[src/rtl/vga_timing_pkg.sv]
// Shared timing constants for the 640x480@60 Hz VGA timing source.
// Line/frame layout is sync pulse, back porch, visible region, front porch.
package vga_timing_pkg;

    // Pixel divider default: 100 MHz system clock down to a 25 MHz pixel rate
    localparam int CLK_DIV_DEF   = 4;

    // Horizontal layout in pixels
    localparam int H_SYNC_DEF    = 96;
    localparam int H_BP_DEF      = 48;
    localparam int H_VISIBLE_DEF = 640;
    localparam int H_FP_DEF      = 16;

    // Vertical layout in lines
    localparam int V_SYNC_DEF    = 2;
    localparam int V_BP_DEF      = 33;
    localparam int V_VISIBLE_DEF = 480;
    localparam int V_FP_DEF      = 10;

    // Derived totals and visible window bounds (end values are exclusive)
    localparam int H_TOTAL       = H_SYNC_DEF + H_BP_DEF + H_VISIBLE_DEF + H_FP_DEF;
    localparam int V_TOTAL       = V_SYNC_DEF + V_BP_DEF + V_VISIBLE_DEF + V_FP_DEF;
    localparam int H_VIS_START   = H_SYNC_DEF + H_BP_DEF;
    localparam int H_VIS_END     = H_VIS_START + H_VISIBLE_DEF;
    localparam int V_VIS_START   = V_SYNC_DEF + V_BP_DEF;
    localparam int V_VIS_END     = V_VIS_START + V_VISIBLE_DEF;

    // Counter step that rolls over to zero after the last value of the span
    function automatic logic [9:0] wrapInc(input logic [9:0] count, input logic [9:0] last);
        return (count == last) ? 10'd0 : count + 10'd1;
    endfunction

endpackage

[src/rtl/vga_timing_gen_pix_tick_gen.sv]
// Pixel-rate enable generator: one ClkPort-wide pulse every CLK_DIV clocks.
// pix_en is registered so it sits low during reset even when CLK_DIV is 1.
module pix_tick_gen
    import vga_timing_pkg::*;
#(
    parameter int CLK_DIV = CLK_DIV_DEF
) (
    input  logic ClkPort,
    input  logic Reset_n,
    output logic pix_en
);

    localparam logic [3:0] DIV_LAST = 4'(CLK_DIV - 1);

    logic [3:0] div;
    logic [3:0] divNext;

    // Next divider phase, wrapping after the last phase of a pixel period
    always_comb begin
        divNext = (div == DIV_LAST) ? 4'd0 : div + 4'd1;
    end

    // Divider phase and enable, high exactly while the phase is the last one
    always_ff @(posedge ClkPort or negedge Reset_n) begin
        if (!Reset_n) begin
            div    <= 4'd0;
            pix_en <= 1'b0;
        end else begin
            div    <= divNext;
            pix_en <= (divNext == DIV_LAST);
        end
    end

endmodule

[src/rtl/vga_timing_gen.sv]
// VGA timing source: pixel divider, horizontal/vertical counters, registered
// sync/bright decode and line/frame strobes.
// Optional build macro VGA_TIMING_PIPE_EN delays hSync/vSync/bright by one
// pixel to line up with a one-pixel-latency RGB lookup downstream.
module vga_timing_gen
    import vga_timing_pkg::*;
#(
    parameter int CLK_DIV   = CLK_DIV_DEF,
    parameter int H_SYNC    = H_SYNC_DEF,
    parameter int H_BP      = H_BP_DEF,
    parameter int H_VISIBLE = H_VISIBLE_DEF,
    parameter int H_FP      = H_FP_DEF,
    parameter int V_SYNC    = V_SYNC_DEF,
    parameter int V_BP      = V_BP_DEF,
    parameter int V_VISIBLE = V_VISIBLE_DEF,
    parameter int V_FP      = V_FP_DEF
) (
    input  logic       ClkPort,
    input  logic       Reset_n,
    output logic       pix_en,
    output logic [9:0] hc,
    output logic [9:0] vc,
    output logic       hSync,
    output logic       vSync,
    output logic       bright,
    output logic       line_start,
    output logic       frame_start
);

    localparam logic [9:0] H_LAST   = 10'(H_SYNC + H_BP + H_VISIBLE + H_FP - 1);
    localparam logic [9:0] V_LAST   = 10'(V_SYNC + V_BP + V_VISIBLE + V_FP - 1);
    localparam logic [9:0] HS_END   = 10'(H_SYNC);
    localparam logic [9:0] VS_END   = 10'(V_SYNC);
    localparam logic [9:0] HV_START = 10'(H_SYNC + H_BP);
    localparam logic [9:0] HV_END   = 10'(H_SYNC + H_BP + H_VISIBLE);
    localparam logic [9:0] VV_START = 10'(V_SYNC + V_BP);
    localparam logic [9:0] VV_END   = 10'(V_SYNC + V_BP + V_VISIBLE);

    logic [9:0] hcNext;
    logic [9:0] vcNext;
    logic       lineWrap;
    logic       frameWrap;
    logic       hSyncNext;
    logic       vSyncNext;
    logic       brightNext;
    logic       hSyncR;
    logic       vSyncR;
    logic       brightR;

    pix_tick_gen #(
        .CLK_DIV (CLK_DIV)
    ) uPixTick (
        .ClkPort (ClkPort),
        .Reset_n (Reset_n),
        .pix_en  (pix_en)
    );

    // Next counter values and their decode, so registered outputs track hc/vc
    always_comb begin
        lineWrap   = (hc == H_LAST);
        frameWrap  = lineWrap && (vc == V_LAST);
        hcNext     = wrapInc(hc, H_LAST);
        vcNext     = lineWrap ? wrapInc(vc, V_LAST) : vc;
        hSyncNext  = !(hcNext < HS_END);
        vSyncNext  = !(vcNext < VS_END);
        brightNext = (hcNext >= HV_START) && (hcNext < HV_END) &&
                     (vcNext >= VV_START) && (vcNext < VV_END);
    end

    // Pixel coordinates advance once per pixel enable
    always_ff @(posedge ClkPort or negedge Reset_n) begin
        if (!Reset_n) begin
            hc <= 10'd0;
            vc <= 10'd0;
        end else if (pix_en) begin
            hc <= hcNext;
            vc <= vcNext;
        end
    end

    // Sync and visible-window flags registered alongside the counters
    always_ff @(posedge ClkPort or negedge Reset_n) begin
        if (!Reset_n) begin
            hSyncR  <= 1'b1;
            vSyncR  <= 1'b1;
            brightR <= 1'b0;
        end else if (pix_en) begin
            hSyncR  <= hSyncNext;
            vSyncR  <= vSyncNext;
            brightR <= brightNext;
        end
    end

    // Line/frame strobes last one ClkPort cycle, on the edge the wrap happens
    always_ff @(posedge ClkPort or negedge Reset_n) begin
        if (!Reset_n) begin
            line_start  <= 1'b0;
            frame_start <= 1'b0;
        end else begin
            line_start  <= pix_en && lineWrap;
            frame_start <= pix_en && frameWrap;
        end
    end

`ifdef VGA_TIMING_PIPE_EN
    logic hSyncD;
    logic vSyncD;
    logic brightD;

    // Extra pixel-enabled stage delaying the decode by exactly one pixel
    always_ff @(posedge ClkPort or negedge Reset_n) begin
        if (!Reset_n) begin
            hSyncD  <= 1'b1;
            vSyncD  <= 1'b1;
            brightD <= 1'b0;
        end else if (pix_en) begin
            hSyncD  <= hSyncR;
            vSyncD  <= vSyncR;
            brightD <= brightR;
        end
    end

    assign hSync  = hSyncD;
    assign vSync  = vSyncD;
    assign bright = brightD;
`else
    assign hSync  = hSyncR;
    assign vSync  = vSyncR;
    assign bright = brightR;
`endif

endmodule
[config.mk]
export PLATFORM = sky130hd
export DESIGN_NAME = vga_timing_gen
export DESIGN_NICKNAME = d
export VERILOG_FILES = /design/src/rtl/vga_timing_pkg.sv /design/src/rtl/vga_timing_gen_pix_tick_gen.sv /design/src/rtl/vga_timing_gen.sv
export SDC_FILE = /design/constraint.sdc
export NUM_CORES = 1
export LEC_CHECK = 0
export ABC_CLOCK_PERIOD_IN_PS = 4100
export CELL_PAD_IN_SITES_DETAIL_PLACEMENT = 0
export CELL_PAD_IN_SITES_GLOBAL_PLACEMENT = 1
export CORE_UTILIZATION = 25
export DETAILED_ROUTE_END_ITERATION = 7
export MAX_ROUTING_LAYER = met4
export PLACE_DENSITY = 0.63
export SYNTH_ARGS = -nofsm -noshare
export SYNTH_HDL_FRONTEND = slang
export SYNTH_HIERARCHICAL = 1
export SYNTH_SLANG_ARGS = --single-unit
[constraint.sdc]
create_clock -name ClkPort -period 4.1 [get_ports ClkPort]
set_input_delay 0.82 -clock ClkPort [delete_from_list [all_inputs] [get_ports ClkPort]]
set_output_delay 0.82 -clock ClkPort [all_outputs]
set_load 0.01 [all_outputs]
==> impl_metrics.ini <==
[run_status]
status = finished clean

[pwr]
irDropWorstVdd_mv = 0.110
combPwrFrac_pct = 1.3
seqPwrFrac_pct = 53.6
power_frac_clock_pct = 45.0
power.switching_uw = 119
powerDensity_nw_per_um2 = 237
total_power_uw = 552
p_leak_nw = 0.857
p_sw_share_pct = 21.6
internal_power_uw = 433

[drt]
routed_wirelength_um = 4840
via_count = 1652
drt_pass1_iterations = 4
vias_per_cell = 4.86
drc = 0
wire_per_inst_um = 14.2
drtIter0Drc = 99
antenna_left = 0

[timing]
slew_headroom_pct = 51.2
finalSetupTns_ps = 0
period_minus_slack_ps = 3150
tightest_slew_ps = 732
grt_setup_unrepaired = no
setup_violations = 0
fmax_ghz = 0.318
fin_skew_ps = 5.74
drv_slew = 0
finalCritPeriodShare_pct = 76.8
hold_viol = 0
holdWs_ps = 491

[yosys]
synth_top_family_by_area = simple AND/OR/NAND/NOR gates
synthFlopType = dfrtp_1
synthSimpleGateAreaFrac_pct = 25.5
synth_area_leaders = dfrtp_1 37%, nand2_1 5.4%, o21ai_0 4.5%, xnor2_1 3.7%, ha_1 3.3%
synth_mux_area_share_pct = 3.44
synth_compound_area_share_pct = 17.9
synth_top_cell_by_area = dfrtp_1
synth_xor_area_share_pct = 4.63
yosysSeqAreaShare_pct = 39.8
synth_cells = 216
synth_nets = 223
synth_seq_cells = 30
yosysWarnings = 6
synth_top_area_share_pct = 37.0
yosysMostFrequentCell = dfrtp_1
avgSynthCellArea_um2 = 8.76
syn_area_um2 = 1890
async_flop_share_pct = 100
yosysUniqueCellTypes = 50
synthTopCellsByCount = 28 x dfrtp_1, 27 x nand2_1, 17 x o21ai_0, 15 x nor2_1, 12 x nand3_1
yosys.area_share.adder_pct = 3.31
synth_edf_count = 0

[finish]
utilization_pct = 31.9
drive_gt1_share_pct = 8.30
nets = 247
syn2layout_area_growth_pct = 23.0
multi_input_area_um2 = 1040
register_area_um2 = 753
antennaDiodeCount = 0
nFillCells = 798

[worst_setup_path]
path_cells = ha_1 > nand4_1 > or3_4 > nor3_1 > mux2_2 > or4_1 > a32oi_1
worstSetupPathType = reg -> reg
worst_setup_path_start_kind = register
crit_required_ps = 4300
critPathCaptureType = register
crit_fanout = 12
critPathArrivalTime_ps = 3350
critical-path-max-stage-delay_ps = 540
slowest_stage = or3_4

[floorplan]
dieArea_um2 = 7920
rows = 31
dieHeight_um = 89.0
core_area_um2 = 7290
start_util_pct = 25.9
die_w_um = 89.0
io_pins = 28

[global_routing]
grt_pass1_vias = 1580
antenna_found_initial = 0
track_usage_pct = 14.1
overflow = 0
grt_first_pass_wirelength_um = 8140
grt_max_degree = 31

[cts]
clock_latency_ps = 280
ctsHtreeMaxLevel = 2
ctsResizeCount = 0
cts-root-buf = clkbuf_8
hold_buffers = 0
path_clk_slew_ps = 70
clock-sinks = 30
cts_tree = yes
clock_path_buffers = 2
numCtsBuffers = 5
cts_setup_buffers = 0

[place]
portBuffers = 27
dp_hpwl_um = 3400
place.gp.congestion = 0.758

[min_path]
holdCritPathClass = reg -> reg

[job]
max-cap-violations = 0
==> worst max-delay path, delay by kind of cell (launching register included) <==
kind | cells | cell delay, ps
AOI/OAI and AO/OA | 1 | 210
adders and majority gates | 1 | 300
DFF | 1 | 450
muxes | 1 | 400
and+or+nand+nor | 4 | 1700
==> metal layers <==
layer | share of wire [%] | global-route usage [%] | up-vias | wire (um)
met1 | 50 | 19.1 | 782 | 2410
met4 | 0.56 | 4.33 | 0 | 27
met3 | 4.2 | 3.14 | 3 | 203
met5 | 0 | - | - | 0
li1 | - | - | 832 | -
met2 | 45 | 20.8 | 35 | 2200
==> logic make-up (layout without fill, tap and decap cells) <==
| group | after synthesis | after routing |
|---|---|---|
| xor+xnor | 10 | 10 |
| simple gates | 91 | 91 |
| compound gates | 52 | 52 |
| buf+inv | 22 | 47 |
| mux | 6 | 6 |
| fa+ha+maj | 5 | 5 |
| flops | 30 | 30 |
==> worst paths after layout <==
kind | startpoint | to | slack [ps] | cells after the start
max in group asynchronous | Reset_n | vSync | 2850 | 2
worst max register to register | hc[0] | bright | 950 | 7
min in group asynchronous | Reset_n | hc[8] | 930 | 2
worst min register to register | hSync | hSync | 490 | 2
worst max-delay path | hc[0] | bright | 950 | 7
worst min-delay path | hSync | hSync | 490 | 2
==> sequential cells by signal, indices dropped and copies added (netlist names) <==
| signal | cells |
|---|---|
| hSync | 1 |
| vc | 10 |
| frame_start | 1 |
| bright | 1 |
| line_start | 1 |
| vSync | 1 |
| uPixTick/pix_en | 1 |
| uPixTick/div | 4 |
| hc | 10 |
==> through the flow <==
stage	cells	setup WS, ps	cell area (um2)
global placement	332	1140	2240
detailed placement	332	1010	2240
CTS	340	966	2330
finish	340	951	2330
floorplan	216	1300	1890
global route	340	743	2330
==> layout make-up <==
cell class	instances	area share [%]
clock buffer	7	3.71
clock inverter	1	0.215
inverter	10	1.61
multi-input combinational	164	44.5
sequential	30	32.4
tap	99	5.32
timing repair buffer	29	12.3
==> power groups by stage <==
stage          Sequential [mW]  Clock (mW)  Combinational [mW]
6_report                 0.296       0.249             0.00738
5_1_grt                  0.296       0.277             0.00895
4_1_cts                  0.296       0.260             0.00819
3_5_place_dp             0.302           0             0.00827
3_3_place_gp             0.302           0             0.00796
2_1_floorplan            0.302           0         0.000000339
==> placed cells by master, fill, tap and decap left out, types with 2 or more instances in the layout <==
cell type	count
a2111oi_0	2
a21oi_1	5
a31oi_1	6
and3_1	3
buf_4	2
clkbuf_8	6
clkdlybuf4s50_1	27
dfrtp_1	28
dfstp_2	2
ha_1	5
inv_1	10
mux2_2	4
mux2i_1	2
nand2_1	27
nand2b_1	2
nand3_1	12
nand3b_1	4
nand4_1	5
nor2_1	15
nor3_1	7
o211ai_1	2
o21a_1	2
o21ai_0	17
o22ai_1	3
o31ai_1	5
or3_1	2
or4_1	4
xnor2_1	8
xor2_1	2
No activity file was read; power rests on OpenSTA's default activity.
